[src/rtl/spi_bridge_pkg.sv]
// Shared types and field positions for the SPI register bridge.
// Packet and response share one 2/14/24-bit layout.
package spi_bridge_pkg;

  typedef enum logic [1:0] {
    OP_NOP    = 2'b00,
    OP_READ   = 2'b01,
    OP_WRITE  = 2'b10,
    OP_STATUS = 2'b11
  } op_t;

  typedef enum logic [1:0] {
    ST_OK    = 2'b00,
    ST_READ  = 2'b01,
    ST_WRITE = 2'b10,
    ST_ERR   = 2'b11
  } status_t;

  typedef enum logic [1:0] {
    S_IDLE,
    S_ISSUE,
    S_RESPOND
  } state_t;

  localparam int OP_HI   = 39;
  localparam int OP_LO   = 38;
  localparam int ADDR_HI = 37;
  localparam int ADDR_LO = 24;
  localparam int DATA_HI = 23;
  localparam int DATA_LO = 0;
  localparam int CNT_W   = 8;

endpackage

[src/rtl/sat_counter.sv]
// Saturating event counter with synchronous clear.
// Clear together with increment leaves the count at one.
module sat_counter #(
  parameter int WIDTH = 8
) (
  input  logic             clk,
  input  logic             reset,
  input  logic             inc,
  input  logic             clr,
  output logic [WIDTH-1:0] count
);

  always_ff @(posedge clk) begin
    if (reset) begin
      count <= '0;
    end else if (clr) begin
      count <= inc ? WIDTH'(1) : '0;
    end else if (inc && count != '1) begin
      count <= count + 1'b1;
    end
  end

endmodule

[src/rtl/spi_reg_bridge.sv]
// Decodes SPI packets into memory req/ack accesses and loads
// the response for the serializer to shift out next packet.
module spi_reg_bridge
  import spi_bridge_pkg::*;
#(
  parameter int PACKET_WIDTH   = 40,
  parameter int ADDR_WIDTH     = 14,
  parameter int DATA_WIDTH     = 24,
  parameter int TIMEOUT_CYCLES = 64
) (
  input  logic                    clk,
  input  logic                    reset,
  input  logic [PACKET_WIDTH-1:0] rxPacket,
  input  logic                    dataReady,
  output logic [PACKET_WIDTH-1:0] txData,
  output logic                    load,
  output logic                    mem_req,
  output logic                    mem_we,
  output logic [ADDR_WIDTH-1:0]   mem_addr,
  output logic [DATA_WIDTH-1:0]   mem_wdata,
  input  logic [DATA_WIDTH-1:0]   mem_rdata,
  input  logic                    mem_ack
);

  localparam int TW = $clog2(TIMEOUT_CYCLES) + 1;

  state_t            state, state_nxt;
  op_t               op_q, pkt_op;
  logic [13:0]       addr_q, pkt_addr;
  logic [23:0]       pkt_data;
  logic [TW-1:0]     timer;
  logic [PACKET_WIDTH-1:0] resp;
  logic              issue, addr_bad, tmo_last;
  logic              tmo_inc, drop_inc, stat_clr;
  logic [CNT_W-1:0]  drop_cnt, tmo_cnt;

  assign pkt_op   = op_t'(rxPacket[OP_HI:OP_LO]);
  assign pkt_addr = rxPacket[ADDR_HI:ADDR_LO];
  assign pkt_data = rxPacket[DATA_HI:DATA_LO];
  assign addr_bad = (pkt_addr >> ADDR_WIDTH) != '0;
  assign tmo_last = timer == TW'(TIMEOUT_CYCLES - 1);

  assign mem_req  = state == S_ISSUE;
  assign load     = state == S_RESPOND;
  assign drop_inc = dataReady && state != S_IDLE;
  assign stat_clr = load && op_q == OP_STATUS;

  always_comb begin
    state_nxt = state;
    resp      = txData;
    issue     = 1'b0;
    tmo_inc   = 1'b0;
    unique case (state)
      S_IDLE: begin
        if (dataReady) begin
          unique case (pkt_op)
            OP_READ, OP_WRITE: begin
              if (addr_bad) begin
                state_nxt = S_RESPOND;
                resp = {ST_ERR, pkt_addr, 24'h0};
              end else begin
                state_nxt = S_ISSUE;
                issue = 1'b1;
              end
            end
            OP_STATUS: begin
              state_nxt = S_RESPOND;
              resp = {ST_OK, pkt_addr,
                      8'h00, drop_cnt, tmo_cnt};
            end
            default: begin
              state_nxt = S_RESPOND;
              resp = {ST_OK, pkt_addr, 24'h0};
            end
          endcase
        end
      end
      S_ISSUE: begin
        if (mem_ack) begin
          state_nxt = S_RESPOND;
          if (op_q == OP_READ)
            resp = {ST_READ, addr_q, mem_rdata};
          else
            resp = {ST_WRITE, addr_q, 24'h0};
        end else if (tmo_last) begin
          state_nxt = S_RESPOND;
          tmo_inc = 1'b1;
          resp = {ST_ERR, addr_q, 24'h0};
        end
      end
      S_RESPOND: state_nxt = S_IDLE;
      default:   state_nxt = S_IDLE;
    endcase
  end

  always_ff @(posedge clk) begin
    if (reset) begin
      state     <= S_IDLE;
      op_q      <= OP_NOP;
      addr_q    <= '0;
      timer     <= '0;
      txData    <= '0;
      mem_we    <= 1'b0;
      mem_addr  <= '0;
      mem_wdata <= '0;
    end else begin
      state  <= state_nxt;
      txData <= resp;
      if (state == S_IDLE && dataReady) begin
        op_q   <= pkt_op;
        addr_q <= pkt_addr;
      end
      if (issue) begin
        timer     <= '0;
        mem_we    <= pkt_op == OP_WRITE;
        mem_addr  <= pkt_addr[ADDR_WIDTH-1:0];
        mem_wdata <= pkt_data;
      end else if (state == S_ISSUE) begin
        timer <= timer + 1'b1;
      end
    end
  end

  sat_counter #(.WIDTH(CNT_W)) u_drop_cnt (
    .clk   (clk),
    .reset (reset),
    .inc   (drop_inc),
    .clr   (stat_clr),
    .count (drop_cnt)
  );

  sat_counter #(.WIDTH(CNT_W)) u_tmo_cnt (
    .clk   (clk),
    .reset (reset),
    .inc   (tmo_inc),
    .clr   (stat_clr),
    .count (tmo_cnt)
  );

endmodule
[config.mk]
export PLATFORM = sky130hd
export DESIGN_NAME = spi_reg_bridge
export DESIGN_NICKNAME = d
export VERILOG_FILES = /design/src/rtl/spi_bridge_pkg.sv /design/src/rtl/sat_counter.sv /design/src/rtl/spi_reg_bridge.sv
export SDC_FILE = /design/constraint.sdc
export NUM_CORES = 1
export LEC_CHECK = 0
export ABC_CLOCK_PERIOD_IN_PS = 6400
export CAP_MARGIN = 0
export CORE_UTILIZATION = 40
export DETAILED_ROUTE_END_ITERATION = 10
export PLACE_DENSITY = 0.74
export SYNTH_ARGS = -nofsm -noshare
export SYNTH_HDL_FRONTEND = slang
export SYNTH_SLANG_ARGS = --single-unit
[constraint.sdc]
create_clock -name clk -period 6.4 [get_ports clk]
set_clock_uncertainty 0.15 [all_clocks]
set_input_delay 0.64 -clock clk [delete_from_list [all_inputs] [get_ports clk]]
set_output_delay 0.64 -clock clk [all_outputs]
set_load 0.02 [all_outputs]
==> metrics.cfg <==
[timing]
finalHoldViolations=0
post-route-period-util_pct=52.6
slew_viol_final=0
max-slew-margin-rel_pct=29.8
fin_ws_ps=3040
worst_pin_slew_ps=1050
rsz0062_at_grt=no
period_minus_slack_ps=3360
hold_ws_ps=303
setup_viol=0
max_freq_mhz=297
tns_ps=0

[clock_tree]
cts.sink_count=120
clk_pin_slew_worst_paths_ps=50
worstSkewPairLatency_ps=410
htreeDepth=4
tritoncts=built
cts_made_buffers=17
postCtsSetupRepairBufs=0
hold_buffers=0
cts-root-buf=clkbuf_16
clk_path_buf_depth=2
postCtsResizedCells=0

[logic_synthesis]
syn_nets=648
ys.flop_type=dfxtp_1
synthCells=575
ys_ff_latch=120
yosys_warnings=0
syn_avg_cell_area_sq_um=8.48
synth_seq_area_share_pct=49.3
synthDistinctLibCells=50
syn-cell-area_sq_um=4880
synthArstFlopShare_pct=0
synth_edf_count=0

[grt]
gr-total-overflow=0
grt_util_met1_pct=25.8
antenna_found_initial=0
met3_usage_pct=7.07
use_met2_pct=34.0
grt_max_degree=105
grt_pass1_wl_mm=21.3
grt.total_usage_pct=21.3
grt_pass1_vias=4477
grt_busiest_layer=met2

[status]
status=finished, final reports clean

[route]
ant_nets=0
wl_per_cell_um=15.1
drt_pass1_iterations=4
vias=4623
via_per_inst=5.39
drt_wl_total_mm=12.9
drtIter0Drc=261
drc=0

[layout]
diodes=0
nets=774
syn_to_final_growth_pct=41.2
final_util_pct=59.1
drive_gt1_share_pct=5.74

[floorplanning]
start_util_pct=41.8
row_count=39
die_h_um=112
pin_count=149
die_area_sq_um=12600
die_width_um=112
core_area_sq_um=11700

[placement]
post-place-ws_ps=2970
hpwl_mm=8.91
place_congestion=0.872
portBuffers=148

[worst_setup_path]
crit_type=flop to output port
cp-end-kind=output port
arrival_ps=2570
crit_required_ps=5610
cp-start-kind=flop
worstPathMaxFanout=28

[power]
power.share.combinational_pct=15.9
power_mw=1.94
seqPwrFrac_pct=42.3
cellPowerDensity_nw_per_um2=282
irDropWorstVdd_v=0.000161
leakage_nw=2.39
p_sw_uw=508
clkPwrFrac_pct=41.7
internal-power_mw=1.43
swShare_pct=26.2

[run]
cap_violations=0

[worst_hold_path]
hp-class=flop to flop

-- Yosys cell counts (2+ instances only) --
cell / count / share of area [%]
o21ai_0: 7 / 0.72
a211oi_1: 32 / 4.9
nor2_1: 55 / 4.2
a31oi_1: 2 / 0.26
ha_1: 5 / 1.3
a32oi_1: 16 / 2.9
xor2_1: 3 / 0.54
nand3b_1: 4 / 0.62
a21oi_1: 66 / 6.8
o31ai_1: 3 / 0.46
and4_1: 2 / 0.36
o41ai_1: 3 / 0.54
or4_1: 5 / 0.77
and4b_1: 2 / 0.41
and3_1: 4 / 0.51
or3_1: 2 / 0.26
o21a_1: 2 / 0.31
buf_2: 10 / 1.0
nor4bb_1: 2 / 0.41
buf_1: 3 / 0.23
nor3_1: 6 / 0.62
nand3_1: 7 / 0.72
mux2i_1: 15 / 3.1
inv_1: 6 / 0.46
nor4_1: 2 / 0.26
nand2b_1: 6 / 0.77
a22oi_1: 8 / 1.2
dfxtp_1: 120 / 49
nand2_1: 123 / 9.5
clkbuf_1: 30 / 2.3
nor2b_1: 2 / 0.26
xnor2_1: 4 / 0.72
-- path summary, 6_finish.rpt --
kind / to / startpoint / depth (start not counted) / slack (ps)
max: mem_req / state[0]$_SDFFE_PP0P_ / 4 / 3040
min: addr_q[11]$_SDFFE_PP0P_ / addr_q[11]$_SDFFE_PP0P_ / 2 / 300
max reg2reg: u_tmo_cnt.count[3]$_SDFFE_PP0P_ / state[0]$_SDFFE_PP0P_ / 5 / 3550
min reg2reg: addr_q[11]$_SDFFE_PP0P_ / addr_q[11]$_SDFFE_PP0P_ / 2 / 300
-- critical path, stage by stage, from the launching register on --
cell and delay, ps:
dfxtp_1 300, buf_4 330, nand2b_1 530, inv_1 340, clkdlybuf4s50_1 650
-- cells by family after synthesis --
family	count (synthesis)	synth area share [%]
xor+xnor	7	1.26
flops	120	49.3
mux	15	3.08
buf+inv	50	4.18
fa+ha+maj	5	1.28
simple gates	231	21.4
compound gates	147	19.5
-- power groups by stage --
stage | Combinational [mW] | Sequential (mW) | Clock [mW]
2_1_floorplan | 0.123 | 0.876 | 0
3_3_place_gp | 0.305 | 0.835 | 0
3_5_place_dp | 0.311 | 0.836 | 0
4_1_cts | 0.312 | 0.821 | 0.829
5_1_grt | 0.336 | 0.826 | 0.861
6_report | 0.309 | 0.821 | 0.810
-- state kept, by name, summed over array words and instances (netlist names) --
register	cells
u_tmo_cnt.count	8
timer	7
mem_addr	14
u_drop_cnt.count	8
txData	40
mem_wdata	24
op_q	2
state	2
mem_we	1
addr_q	14
-- area by class of cell --
type                       instances  area [sq um]
sequential                       120          2400
clock buffer                      21           450
fill                            1023          4770
multi-input combinational        405          2270
clock inverter                    11          57.6
tap                              143           179
timing repair buffer             151          1500
inverter                           6          22.5
-- cells in the final DEF (no fill, tap or decap), types with 5 or more instances in the layout --
cell type,count
clkdlybuf4s50_1,147
clkbuf_16,17
mux2i_1,15
nand3_1,7
nand2_1,123
dfxtp_1,120
ha_1,5
a22oi_1,8
or4_1,5
a32oi_1,16
a21oi_1,66
o21ai_0,7
nor3_1,6
nor2_1,54
a211oi_1,32
clkinv_2,10
inv_1,6
nand2b_1,6
-- stage by stage --
stage               instances  area (sq um)
floorplan                 575          4880
global placement          825          6380
detailed placement        825          6380
CTS                       857          6890
global route              857          6890
finish                    857          6890
-- per-layer routing --
| metal | share of wire [%] | up-vias |
|---|---|---|
| li1 | - | 2293 |
| met1 | 44 | 2133 |
| met2 | 46 | 173 |
| met3 | 8.0 | 24 |
| met4 | 2.1 | 0 |
| met5 | 0 | - |
No activity file was read; power rests on OpenSTA's default activity.
